<file path="src/rtl/pcie_link_reset_ctrl.sv">
// pcie_link_reset_ctrl
// Watches the hard IP LTSSM state and sequences the application reset:
// app_rstn is released only after the link has sat in L0 for a debounce
// window, is pulled low again on link loss, and a hard IP restart pulse is
// requested when training stalls outside L0 for too long.
// Retrain (recovery entries from L0) and restart events are counted.
//
// Optional build macro: PCIE_LINK_CTRL_LED_EN adds the board LED outputs
// (and the gen2_speed / lane_act inputs that feed them).
//
// FSM states
//   state     | meaning
//   ----------+-----------------------------------------------------------
//   WAIT_L0   | link training; timeout timer running (frozen in compliance)
//   DEBOUNCE  | L0 seen, waiting for DEBOUNCE_CYC consecutive L0 cycles
//   LINK_UP   | link stable, application released
//   LINK_DOWN | link lost, application held in reset for HOLD_CYC cycles
//   RESTART   | hip_rst_req asserted for RST_PULSE cycles
//
// All timers are down-counters loaded with (length-1) on state entry; a
// state's timed exit is taken when the counter reads zero.

module pcie_link_reset_ctrl #(
   parameter int unsigned DEBOUNCE_CYC = 1024,
   parameter int unsigned TIMEOUT_CYC  = 2**24,
   parameter int unsigned HOLD_CYC     = 256,
   parameter int unsigned RST_PULSE    = 16,
   parameter int unsigned CNT_W        = 26
) (
   input  logic       pld_clk,
   input  logic       pcie_rstn,
   input  logic [4:0] ltssm,
`ifdef PCIE_LINK_CTRL_LED_EN
   input  logic       gen2_speed,
   input  logic [3:0] lane_act,
   output logic       L0_led,
   output logic       comp_led,
   output logic       gen2_led,
   output logic       alive_led,
   output logic [3:0] lane_active_led,
`endif
   output logic       app_rstn,
   output logic       link_up,
   output logic       hip_rst_req,
   output logic       compliance,
   output logic [7:0] retrain_cnt,
   output logic [3:0] restart_cnt,
   output logic [2:0] state
);

   typedef enum logic [2:0] {
      ST_WAIT_L0   = 3'd0,
      ST_DEBOUNCE  = 3'd1,
      ST_LINK_UP   = 3'd2,
      ST_LINK_DOWN = 3'd3,
      ST_RESTART   = 3'd4
   } state_t;

   localparam logic [4:0] LTSSM_L0     = 5'b01111;
   localparam logic [4:0] LTSSM_COMP   = 5'b00011;
   localparam logic [4:0] LTSSM_REC_LO = 5'b01100;
   localparam logic [4:0] LTSSM_REC_HI = 5'b01110;
   localparam logic [4:0] LTSSM_DOWN_HI = 5'b01011;

   localparam logic [CNT_W-1:0] DEB_LAST   = CNT_W'(DEBOUNCE_CYC - 1);
   localparam logic [CNT_W-1:0] TO_LAST    = CNT_W'(TIMEOUT_CYC - 1);
   localparam logic [CNT_W-1:0] HOLD_LAST  = CNT_W'(HOLD_CYC - 1);
   localparam logic [CNT_W-1:0] PULSE_LAST = CNT_W'(RST_PULSE - 1);

   logic             rst_meta_q;
   logic             rst_sync_n;
   logic [4:0]       ltssm_q;      // registered LTSSM code (ltssm_r)
   logic [4:0]       prev_q;       // previous ltssm_q, for recovery entry detect
   state_t           state_q, state_d;
   logic [CNT_W-1:0] cnt_q, cnt_d;
   logic [7:0]       retrain_q, retrain_d;
   logic [3:0]       restart_q, restart_d;
   logic             app_rstn_q;
   logic             hip_rst_req_q;
   logic             compliance_q;

   logic             is_l0;
   logic             is_comp;
   logic             is_recovery;
   logic             is_down;

   // Reset synchronizer: asserts immediately, releases two edges later.
   always_ff @(posedge pld_clk or negedge pcie_rstn) begin
      if (!pcie_rstn) begin
         rst_meta_q <= 1'b0;
         rst_sync_n <= 1'b0;
      end else begin
         rst_meta_q <= 1'b1;
         rst_sync_n <= rst_meta_q;
      end
   end

   // Capture the LTSSM code once; every decision uses the registered copy.
   always_ff @(posedge pld_clk or negedge rst_sync_n) begin
      if (!rst_sync_n) begin
         ltssm_q <= 5'b00000;
         prev_q  <= 5'b00000;
      end else begin
         ltssm_q <= ltssm;
         prev_q  <= ltssm_q;
      end
   end

   assign is_l0       = (ltssm_q == LTSSM_L0);
   assign is_comp     = (ltssm_q == LTSSM_COMP);
   assign is_recovery = (ltssm_q >= LTSSM_REC_LO) && (ltssm_q <= LTSSM_REC_HI);
   assign is_down     = (ltssm_q <= LTSSM_DOWN_HI);

   // Next-state, timer and event-counter logic.
   always_comb begin
      state_d   = state_q;
      cnt_d     = cnt_q;
      retrain_d = retrain_q;
      restart_d = restart_q;
      unique case (state_q)
         ST_WAIT_L0: begin
            if (is_l0) begin
               state_d = ST_DEBOUNCE;
               cnt_d   = DEB_LAST;
            end else if (is_comp) begin
               // compliance testing may last indefinitely; never time out
               cnt_d = cnt_q;
            end else if (cnt_q == '0) begin
               state_d = ST_RESTART;
               cnt_d   = PULSE_LAST;
               if (restart_q != 4'hF) restart_d = restart_q + 4'd1;
            end else begin
               cnt_d = cnt_q - 1'b1;
            end
         end
         ST_DEBOUNCE: begin
            if (!is_l0) begin
               state_d = ST_WAIT_L0;
               cnt_d   = TO_LAST;
            end else if (cnt_q == '0) begin
               state_d = ST_LINK_UP;
            end else begin
               cnt_d = cnt_q - 1'b1;
            end
         end
         ST_LINK_UP: begin
            if (is_down) begin
               state_d = ST_LINK_DOWN;
               cnt_d   = HOLD_LAST;
            end else if (is_recovery && (prev_q == LTSSM_L0)) begin
               if (retrain_q != 8'hFF) retrain_d = retrain_q + 8'd1;
            end
         end
         ST_LINK_DOWN: begin
            if (cnt_q == '0) begin
               state_d = ST_WAIT_L0;
               cnt_d   = TO_LAST;
            end else begin
               cnt_d = cnt_q - 1'b1;
            end
         end
         ST_RESTART: begin
            if (cnt_q == '0) begin
               state_d = ST_WAIT_L0;
               cnt_d   = TO_LAST;
            end else begin
               cnt_d = cnt_q - 1'b1;
            end
         end
         default: begin
            state_d = ST_WAIT_L0;
            cnt_d   = TO_LAST;
         end
      endcase
   end

   // FSM registers; outputs decoded from the next state so they move with state.
   always_ff @(posedge pld_clk or negedge rst_sync_n) begin
      if (!rst_sync_n) begin
         state_q       <= ST_WAIT_L0;
         cnt_q         <= TO_LAST;
         retrain_q     <= 8'd0;
         restart_q     <= 4'd0;
         app_rstn_q    <= 1'b0;
         hip_rst_req_q <= 1'b0;
         compliance_q  <= 1'b0;
      end else begin
         state_q       <= state_d;
         cnt_q         <= cnt_d;
         retrain_q     <= retrain_d;
         restart_q     <= restart_d;
         app_rstn_q    <= (state_d == ST_LINK_UP);
         hip_rst_req_q <= (state_d == ST_RESTART);
         compliance_q  <= is_comp;
      end
   end

   assign app_rstn    = app_rstn_q;
   assign link_up     = app_rstn_q;
   assign hip_rst_req = hip_rst_req_q;
   assign compliance  = compliance_q;
   assign retrain_cnt = retrain_q;
   assign restart_cnt = restart_q;
   assign state       = state_q;

`ifdef PCIE_LINK_CTRL_LED_EN
   logic [25:0] alive_q;
   logic        L0_led_q;
   logic        comp_led_q;
   logic        gen2_led_q;
   logic [3:0]  lane_led_q;

   // Board LEDs are active-low; alive_led blinks from a free-running counter.
   always_ff @(posedge pld_clk or negedge rst_sync_n) begin
      if (!rst_sync_n) begin
         alive_q    <= 26'd0;
         L0_led_q   <= 1'b0;
         comp_led_q <= 1'b0;
         gen2_led_q <= 1'b0;
         lane_led_q <= 4'd0;
      end else begin
         alive_q    <= alive_q + 26'd1;
         L0_led_q   <= ~is_l0;
         comp_led_q <= ~is_comp;
         gen2_led_q <= ~gen2_speed;
         lane_led_q <= ~lane_act;
      end
   end

   assign alive_led       = alive_q[25];
   assign L0_led          = L0_led_q;
   assign comp_led        = comp_led_q;
   assign gen2_led        = gen2_led_q;
   assign lane_active_led = lane_led_q;
`endif

endmodule

</file>
<file path="config.mk">
export PLATFORM = sky130hd
export DESIGN_NAME = pcie_link_reset_ctrl
export DESIGN_NICKNAME = d
export VERILOG_FILES = /design/src/rtl/pcie_link_reset_ctrl.sv
export SDC_FILE = /design/constraint.sdc
export NUM_CORES = 1
export LEC_CHECK = 0
export BUFFER_PORTS_ARGS = -buffer_cell sky130_fd_sc_hd__buf_2
export CORE_MARGIN = 2
export CORE_UTILIZATION = 49
export CTS_CLUSTER_DIAMETER = 60
export CTS_CLUSTER_SIZE = 40
export DETAILED_ROUTE_END_ITERATION = 8
export PLACE_DENSITY = 0.73
export SYNTH_ARGS = -nofsm -noshare
export SYNTH_HDL_FRONTEND = slang
export SYNTH_SLANG_ARGS = --single-unit
</file>
<file path="constraint.sdc">
create_clock -name pld_clk -period 1.81 [get_ports pld_clk]
set_input_delay 0.0905 -clock pld_clk [delete_from_list [all_inputs] [get_ports pld_clk]]
set_output_delay 0.0905 -clock pld_clk [all_outputs]
set_load 0.03 [all_outputs]
</file>
==> impl_metrics.csv, run 1 <==
group,metric,value,unit
power_and_ir_drop,p_leak,2.148,nW
floorplan,num_io_pins,26,
floorplan,fp.dieW,82.81,um
yosys,synth_edf_count,0,
layout,nets,478,
timing,fin_crit_sh,120.1,%
grt,grt_max_degree,26,
job,maxCapViolations,0,
cts,clkTransAtPathRegs,0.11,ns
cts,clock_sinks,56,
timing,min_period,2.173,ns
yosys,synthDominantCellAreaShare,26.32,%
grt,antenna_found_initial,0,
setup_path,crit_type,"reg -> reg",
timing,fin_worst_skew,0.007013,ns
yosys,synth_ff_type,"dfrtp_1",
grt,grt_pass1_wl,16.13,mm
layout,area_growth,58.31,%
power_and_ir_drop,p_int,2.328,mW
timing,worst_slack,-0.3634,ns
detailed_routing,routedWlPerCell,21.19,um
power_and_ir_drop,combPwrFrac,29.3,%
yosys,synth_top_area_cell,"dfrtp_1",
yosys,synth.yosys.seq_area_share,47.04,%
worst_hold_path,hold_path.class,"in -> async",
grt,grt_use_total,28.62,%
detailed_routing,postRouteAntennaNets,0,
grt,overflow,0,
setup_path,rrSetupSlack,-0.36,ns
yosys,synth.distinct_cells,61,
timing,drv_slew,0,
floorplan,fp-row-count,28,
layout,drive_gt1_share,57.78,%
placement,gp_congestion,0.9896,
power_and_ir_drop,swShare,33.07,%
layout,fin_area,0.004817,mm2
timing,setup_viol,34,
cts,cts_buffers,5,
yosys,synth_area_leaders,"dfrtp_1 (26%), dfstp_2 (21%), a21oi_1 (6.1%), nand2_1 (4.8%), nor3_1 (3.6%)",
yosys,async_flop_share,100.0,%
setup_path,required,2.06,ns
cts,cts_tree,"built",
power_and_ir_drop,p_clk_share,22.4,%
detailed_routing,drt-total-wl,11.53,mm
cts,cts_buffer_depth,2,
detailed_routing,vias,3551,
status,status,"finished with violations",
setup_path,start_kind,"register",
detailed_routing,drcViolationCount,0,
status,violations,"setup timing",
floorplan,die_area,0.006857,mm2
cts,cts_root_buffer,"clkbuf_8",
grt,grt_pass1_vias,3315,
floorplan,die_h,82.81,um
yosys,synth-seq-cells,56,
detailed_routing,drt_iter0_markers,476,
power_and_ir_drop,pwr-share-seq,48.3,%
yosys,syn_nets,332,
power_and_ir_drop,finalPower,3.478,mW
power_and_ir_drop,power_switching,1.150,mW
setup_path,cp.arrival,2.42,ns
cts,htree_num_levels,2,
cts,insertion_delay,0.33,ns
timing,hold_violations,0,
yosys,syn-cell-area,0.003043,mm2
timing,rsz0062_at_grt,"yes",
power_and_ir_drop,irDropWorstVdd,0.6298,mV
placement,place_hpwl,6.464,mm
yosys,syn_inst,322,
power_and_ir_drop,power_per_cell_area,722.0,mW/mm2
detailed_routing,drt-pass1-iter-count,9,
timing,fmax,460.1,MHz
yosys,ys.warnings.count,0,
detailed_routing,routed_via_density,6.528,
setup_path,cp_max_fo,8,
floorplan,coreArea,0.005956,mm2
yosys,syn_area_per_cell,9.450,um2
placement,port_buffers,25,
layout,diodes,0,
placement,place_area,0.004051,mm2
floorplan,initial_core_util,51.09,%
setup_path,endpoint_kind,"register",
## registers in the layout (all words and copies together) (netlist names)
name         cells
app_rstn         1
cnt_q           26
compliance       1
hip_rst_req      1
ltssm_q          5
prev_q           5
restart_cnt      4
retrain_cnt      8
rst_meta_q       1
rst_sync_n       1
state            3
## critical path, cell delays in order (launching register included)
cell and delay [ns]:
dfstp_2 0.40, inv_2 0.08, ha_4 0.13, nor3b_4 0.32, nand4_4 0.18, or3_4 0.46, and3_4 0.27, a311oi_2 0.25
## per-layer routing
| metal | vias to the layer above | global-route usage [%] | wire (um) |
|---|---|---|---|
| met4 | 0 | 11.48 | 605 |
| li1 | 1486 | - | - |
| met5 | - | 0 | 0 |
| met2 | 250 | 49.41 | 5789 |
| met3 | 90 | 4.274 | 881 |
| met1 | 1725 | 36.02 | 4254 |
## synthesized netlist by cell type, types with 3 or more instances
library cell,n
dfstp_2,24
clkbuf_1,5
inv_1,8
nor3_1,22
a21oi_1,37
and3_1,7
nor2_1,29
a31oi_1,4
nor4_1,6
ha_1,3
nand2_1,39
a311oi_2,6
dfrtp_1,32
o21ai_1,3
xnor2_1,7
nand4_1,9
nand3_1,6
o21ai_0,13
## timing repair
action | CTS | global route
setup buffers | 8 | 13
hold buffers | 6 | 0
pin swaps | 28 | 24
hold endpoints to repair | 7 | 0
setup endpoints to repair | 33 | 41
gates resized for setup | 53 | 51
## layout by cell type (no fill, tap or decap), types with 9 or more instances in the layout
master	count
buf_4	103
nand2_1	32
dfrtp_1	25
buf_2	25
dfstp_2	24
nor2_1	23
a21oi_1	22
nor3_1	16
a21oi_2	14
buf_6	12
nand4_1	9
## final cells by class
cell class | count | area [um2]
Fill cell | 336 | 1139
Sequential cell | 56 | 1440
Tap cell | 75 | 93.84
Inverter | 8 | 30.03
Clock inverter | 3 | 28.78
Timing Repair Buffer | 148 | 1134
Multi-Input combinational cell | 249 | 2022
Clock buffer | 5 | 68.82
## final timing paths
check / start / end / cells after the start
hold / removal: pcie_rstn / rst_sync_n$_DFF_PN0_ / 2
setup reg to reg: cnt_q[1]$_DFFE_PN1P_ / cnt_q[20]$_DFFE_PN1P_ / 7
min in group pld_clk: rst_meta_q$_DFF_PN0_ / rst_sync_n$_DFF_PN0_ / 0
hold reg to reg: rst_sync_n$_DFF_PN0_ / retrain_cnt[1]$_DFFE_PN0P_ / 0
max in group asynchronous: rst_sync_n$_DFF_PN0_ / cnt_q[13]$_DFFE_PN1P_ / 1
setup / recovery: cnt_q[1]$_DFFE_PN1P_ / cnt_q[20]$_DFFE_PN1P_ / 7
## kinds of logic after synthesis
family                     after synthesis  synth area share [%]
DFF                                     56                 47.04
other                                    1                0.1232
adders and majority gates                3                 1.234
xor gates and xnor gates                 9                 2.591
AOI/OAI and AO/OA                       88                 19.49
buffers and inverters                   17                 2.631
muxes                                    4                 1.439
and+or+nand+nor                        144                 25.45
## power groups by stage
stage	registers, mW	logic (mW)	clock network, mW
3_3_place_gp	1.65	0.752	0
5_1_grt	1.70	1.08	0.830
3_5_place_dp	1.66	0.784	0
6_report	1.68	1.02	0.779
2_1_floorplan	1.72	0.334	0
4_1_cts	1.66	0.876	0.768
## through the flow
step | instances | worst slack, ns | hold WS, ns | TNS (ns) | util, %
after floorplan | 322 | -0.2350 | -0.2051 | -4.199 | -
after global placement | 511 | -0.1892 | -0.1248 | -4.059 | 68.03
after detailed placement | 511 | -0.3331 | -0.1237 | -6.214 | 68.03
after CTS | 532 | -0.2124 | 0.04950 | -3.382 | 75.48
after global routing | 544 | -0.4158 | 0.06629 | -10.82 | 80.88
final | 544 | -0.3634 | 0.06243 | -8.289 | 80.88
(Power assumes the default switching activity.)
==> run 2: changes to the inputs <==
==> constraint.sdc (replaced) <==
create_clock -name pld_clk -period 1.81 [get_ports pld_clk]
set_input_delay 0.0905 -clock pld_clk [delete_from_list [all_inputs] [get_ports pld_clk]]
set_output_delay 0.0905 -clock pld_clk [all_outputs]
set_load 0.1 [all_outputs]
==> run 2 against run 1 <==
The run still ends with setup timing left. Via count is 12% lower. Largest power group unchanged. Highest routed layer unchanged. Clock power is 4.0% lower. Critical path type unchanged. Critical path depth is 4 higher. Combinational power is 7% lower. Sequential power hardly changed.
==> impl_metrics.csv, run 2 (same netlist as run 1, synthesis figures left out) <==
group,metric,value,unit
layout,seq_area,0.001443,mm2
worst_hold_path,hold_path.class,"in -> async",
timing,fin_worst_skew,0.01105,ns
status,violations,"setup timing",
floorplan,initial_core_util,51.09,%
layout,largest_register,"cnt_q",
cts,cts_root_buffer,"clkbuf_8",
detailed_routing,drt-total-wl,9.287,mm
setup_path,slowest_stage,"dfstp_2",
timing,rsz0062_at_grt,"yes",
detailed_routing,routed_via_density,5.968,
setup_path,cp_max_fo,5,
setup_path,path_cells,"inv_2 > ha_4 > nor3b_4 > nand4_2 > buf_6 > nor2_4 > buf_6 > o21ai_1 > nand2_1 > buf_12 > a311oi_4",
placement,port_buffers,25,
cts,cts_buffer_depth,2,
layout,drive_gt1_share,54.89,%
timing,tightest_slew,0.5001,ns
layout,final_common_cell,"buf_4",
power_and_ir_drop,power_per_cell_area,728.3,mW/mm2
layout,area_growth,52.67,%
setup_path,endpoint_kind,"register",
placement,place_hpwl,6.161,mm
power_and_ir_drop,p_leak,2.048,nW
status,status,"finished with violations",
layout,fillers,374,
timing,fin_crit_sh,116.0,%
setup_path,cp.arrival,2.33,ns
floorplan,fp-row-count,28,
cts,cts_buffers,5,
timing,setup_viol,31,
cts,htree_num_levels,2,
setup_path,max_stage_delay,0.56,ns
cts,clkTransAtPathRegs,0.11,ns
layout,layout_common_cells,"buf_4 (84), nand2_1 (33), a21oi_1 (25), buf_2 (25), dfstp_2 (24)",
detailed_routing,postRouteAntennaNets,0,
detailed_routing,drt_iter0_markers,274,
detailed_routing,routedWlPerCell,17.69,um
floorplan,die_area,0.006857,mm2
detailed_routing,drt-pass1-iter-count,5,
detailed_routing,drcViolationCount,0,
grt,grt_pass1_vias,3159,
timing,hold_violations,0,
layout,multi_input_area,0.001974,mm2
grt,overflow,0,
placement,gp_congestion,0.9072,
floorplan,num_io_pins,26,
cts,insertion_delay,0.33,ns
cts,cts_tree,"built",
grt,antenna_found_initial,0,
timing,drv_slew,0,
timing,min_period,2.100,ns
job,maxCapViolations,0,
power_and_ir_drop,finalPower,3.383,mW
grt,grt_max_degree,23,
setup_path,required,2.04,ns
timing,worst_slack,-0.2898,ns
timing,relSlewSlack,66.66,%
setup_path,crit_top_cell,"buf_6",
grt,grt_use_total,26.33,%
detailed_routing,vias,3133,
floorplan,fp.dieW,82.81,um
layout,diodes,0,
floorplan,die_h,82.81,um
grt,grt_pass1_wl,14.86,mm
floorplan,coreArea,0.005956,mm2
power_and_ir_drop,irDropWorstVdd,0.4730,mV
setup_path,start_kind,"register",
cts,clock_sinks,56,
placement,place_ws,-0.3318,ns
timing,fmax,476.2,MHz
layout,largest_register_ffs,26,
layout,nets,459,
setup_path,crit_type,"reg -> reg",
-- run 2: power by group --
part	total (mW)	switching, mW	internal, mW
Combinational	0.949	0.447	0.503
Sequential	1.69	0.176	1.51
Clock	0.748	0.463	0.285
-- run 2: cell type report --
class                   instances  area share (%)
clock buffers                   5           1.481
multi-input cells             249           42.50
repair buffers                129           21.71
flip-flops and latches         56           31.05
clock inverters                 3          0.5925
well taps                      75           2.020
inverters                       8          0.6464
-- run 2: path summary, 6_finish.rpt --
kind / slack, ns / from / cells after the start / endpoint
setup / recovery: -0.29 / cnt_q[1]$_DFFE_PN1P_ / 11 / cnt_q[10]$_DFFE_PN1P_
hold / removal: 0.07 / pcie_rstn / 2 / rst_sync_n$_DFF_PN0_
setup reg to reg: -0.29 / cnt_q[1]$_DFFE_PN1P_ / 11 / cnt_q[10]$_DFFE_PN1P_
hold reg to reg: 0.24 / rst_sync_n$_DFF_PN0_ / 0 / retrain_cnt[6]$_DFFE_PN0P_
max in group asynchronous: 1.00 / rst_sync_n$_DFF_PN0_ / 1 / cnt_q[0]$_DFFE_PN1P_
min in group pld_clk: 0.37 / rst_meta_q$_DFF_PN0_ / 0 / rst_sync_n$_DFF_PN0_
-- run 2: timing repair --
item                                   CTS  global route
hold buffers                             6             0
setup endpoints to repair               35            40
buffers inserted                        10             1
endpoints found under the hold margin    7             0
pin swaps                               26            23
resized for setup                       33            36
-- run 2: layer usage --
metal	up-vias	track usage [%]	wire (um)
li1	1448	-	-
met1	1542	33.89	3993
met2	117	46.77	4624
met3	26	3.877	422
met4	0	6.110	246
met5	-	0	0
-- run 2: worst max-delay path: cells and delay by family (launching register included) --
family	cells	cell delay [ns]
buf+inv	4	0.47
flops	1	0.56
fa+ha+maj	1	0.15
compound gates	2	0.38
simple gates	4	0.45
-- run 2: stage by stage --
stage | area, um2 | std cells | hold WS [ns] | util, % | setup TNS (ns)
floorplan | 3268 | 322 | -0.2051 | - | -6.141
global placement | 4095 | 501 | -0.1251 | 68.76 | -3.709
detailed placement | 4095 | 501 | -0.1217 | 68.76 | -5.817
CTS | 4467 | 524 | 0.05820 | 75.00 | -4.787
global route | 4646 | 525 | 0.06396 | 78.00 | -8.411
finish | 4646 | 525 | 0.06540 | 78.00 | -5.732
==> run 3: changes to the inputs <==
--- a/config.mk
+++ b/config.mk
@@ -12,6 +12,7 @@
 export CTS_CLUSTER_SIZE = 40
 export DETAILED_ROUTE_END_ITERATION = 8
 export PLACE_DENSITY = 0.73
+export RECOVER_POWER = 50
 export SYNTH_ARGS = -nofsm -noshare
 export SYNTH_HDL_FRONTEND = slang
 export SYNTH_SLANG_ARGS = --single-unit
==> run 3 against run 2 <==
The run still ends with setup timing left. Register-to-register slack about the same. First-iteration DRC count up 9.5%. Non-clock buffer count unchanged. Largest power group unchanged. Highest routed layer unchanged.
==> impl_metrics.csv, run 3 (same netlist as run 1, synthesis figures left out) <==
group,metric,value,unit
setup_path,cp_max_fo,5,
layout,area_growth,51.60,%
grt,grt_pass1_wl,14.86,mm
job,maxCapViolations,0,
floorplan,coreArea,0.005956,mm2
cts,cts_root_buffer,"clkbuf_8",
floorplan,initial_core_util,51.09,%
timing,relSlewSlack,43.13,%
placement,gp_congestion,0.9072,
timing,hold_violations,0,
placement,place_hpwl,6.161,mm
placement,place_area,0.004095,mm2
grt,gr-usage-met2,46.77,%
cts,cts_tree,"built",
power_and_ir_drop,finalPower,3.372,mW
power_and_ir_drop,p_leak,2.026,nW
grt,met1_usage,33.89,%
worst_hold_path,hold_path.class,"in -> async",
timing,min_period,2.089,ns
detailed_routing,routedWlPerCell,17.67,um
timing,setup_viol,31,
setup_path,required,2.04,ns
timing,drv_slew,0,
detailed_routing,vias,3117,
grt,grt_use_total,26.33,%
layout,nets,459,
timing,rsz0062_at_grt,"yes",
timing,hold_slack,0.07066,ns
power_and_ir_drop,power_per_cell_area,731.0,mW/mm2
timing,tightest_slew,0.8530,ns
placement,port_buffers,25,
detailed_routing,postRouteAntennaNets,0,
layout,drive_gt1_share,53.56,%
layout,fin_area,0.004613,mm2
setup_path,endpoint_kind,"register",
detailed_routing,drt-pass1-iter-count,6,
layout,diodes,0,
floorplan,fp.dieW,82.81,um
cts,cts_buffers,5,
detailed_routing,drt_iter0_markers,300,
cts,htree_num_levels,2,
cts,cts_buffer_depth,2,
floorplan,num_io_pins,26,
detailed_routing,drcViolationCount,0,
status,violations,"setup timing",
grt,met3_usage,3.877,%
grt,grt_pass1_vias,3159,
floorplan,fp-row-count,28,
floorplan,die_area,0.006857,mm2
timing,fin_crit_sh,115.4,%
grt,antenna_found_initial,0,
setup_path,cp.arrival,2.32,ns
detailed_routing,routed_via_density,5.937,
status,status,"finished with violations",
cts,clkTransAtPathRegs,0.11,ns
layout,final_common_cell,"buf_4",
timing,fin_worst_skew,0.008077,ns
cts,clock_sinks,56,
grt,top_usage_layer,"met2",
setup_path,rr_worst_depth,11,
layout,layout_common_cells,"buf_4 (80), nand2_1 (33), a21oi_1 (25)",
setup_path,rrSetupSlack,-0.28,ns
timing,worst_slack,-0.2792,ns
power_and_ir_drop,irDropWorstVdd,0.4736,mV
setup_path,crit_type,"reg -> reg",
detailed_routing,drt-total-wl,9.277,mm
grt,grt_max_degree,23,
timing,fmax,478.6,MHz
cts,insertion_delay,0.32,ns
setup_path,start_kind,"register",
floorplan,die_h,82.81,um
grt,overflow,0,
layout,largest_register,"cnt_q",
layout,largest_register_ffs,26,
[run 3: cell types whose count changed in the layout (fill, tap and decap cells not counted)]
| cell | delta |
|---|---|
| buf_12 | -1 |
| buf_2 | -1 |
| buf_4 | -4 |
| clkbuf_1 | +5 |
| clkbuf_2 | +1 |
| dfrtp_1 | +1 |
| dfrtp_2 | -1 |
[run 3: repair_timing]
item	in CTS	in global routing
resized for setup	33	36
setup buffers	10	1
gates cloned	0	0
pin swaps	26	23
hold endpoints to repair	7	0
setup endpoints to repair	35	40
hold buffers	6	0
[run 3: critical path: stages (launching register included)]
cell      delay, ns
dfstp_2        0.56
inv_2          0.05
ha_4           0.15
nor3b_4        0.15
nand4_2        0.13
buf_6          0.13
nor2_4         0.04
buf_6          0.12
o21ai_1        0.08
nand2_1        0.11
buf_12         0.16
a311oi_4       0.30
[run 3: final cells by class]
cell class / instances / area, um2
clock buffer: 5 / 68.82
sequential: 56 / 1441
fill: 382 / 1343
tap: 75 / 93.84
inverter: 8 / 30.03
timing repair buffer: 129 / 977.2
clock inverter: 3 / 27.53
multi-input combinational: 249 / 1974
[run 3: path summary, 6_finish.rpt]
kind,start,endpoint
max in group asynchronous,rst_sync_n$_DFF_PN0_,cnt_q[0]$_DFFE_PN1P_
min reg2reg,rst_sync_n$_DFF_PN0_,retrain_cnt[6]$_DFFE_PN0P_
max reg2reg,cnt_q[1]$_DFFE_PN1P_,cnt_q[10]$_DFFE_PN1P_
min in group pld_clk,rst_meta_q$_DFF_PN0_,rst_sync_n$_DFF_PN0_
min,pcie_rstn,rst_sync_n$_DFF_PN0_
max,cnt_q[1]$_DFFE_PN1P_,cnt_q[10]$_DFFE_PN1P_
[run 3: power by group]
group,total (mW),internal (mW),leakage [nW],switching (mW)
Combinational,0.944,0.495,1.33,0.449
Sequential,1.68,1.51,0.653,0.175
Clock,0.744,0.285,0.0463,0.458
Total,3.37,2.29,2.03,1.08
[run 3: routing by layer]
metal,routed length [um],vias to the layer above
met1,3999,1539
li1,-,1446
met5,0,-
met4,245,0
met2,4625,107
met3,406,25
[run 3: through the flow]
| step | cells | setup TNS (ns) | setup WS, ns | utilization, % |
|---|---|---|---|---|
| 6_report | 525 | -5.662 | -0.2792 | 77.46 |
| 5_1_grt | 525 | -8.441 | -0.3620 | 77.46 |
| 4_1_cts | 524 | -4.787 | -0.2649 | 75.00 |
| 3_5_place_dp | 501 | -5.817 | -0.3318 | 68.76 |
| 3_3_place_gp | 501 | -3.709 | -0.2141 | 68.76 |
| 2_1_floorplan | 322 | -6.141 | -0.2692 | - |
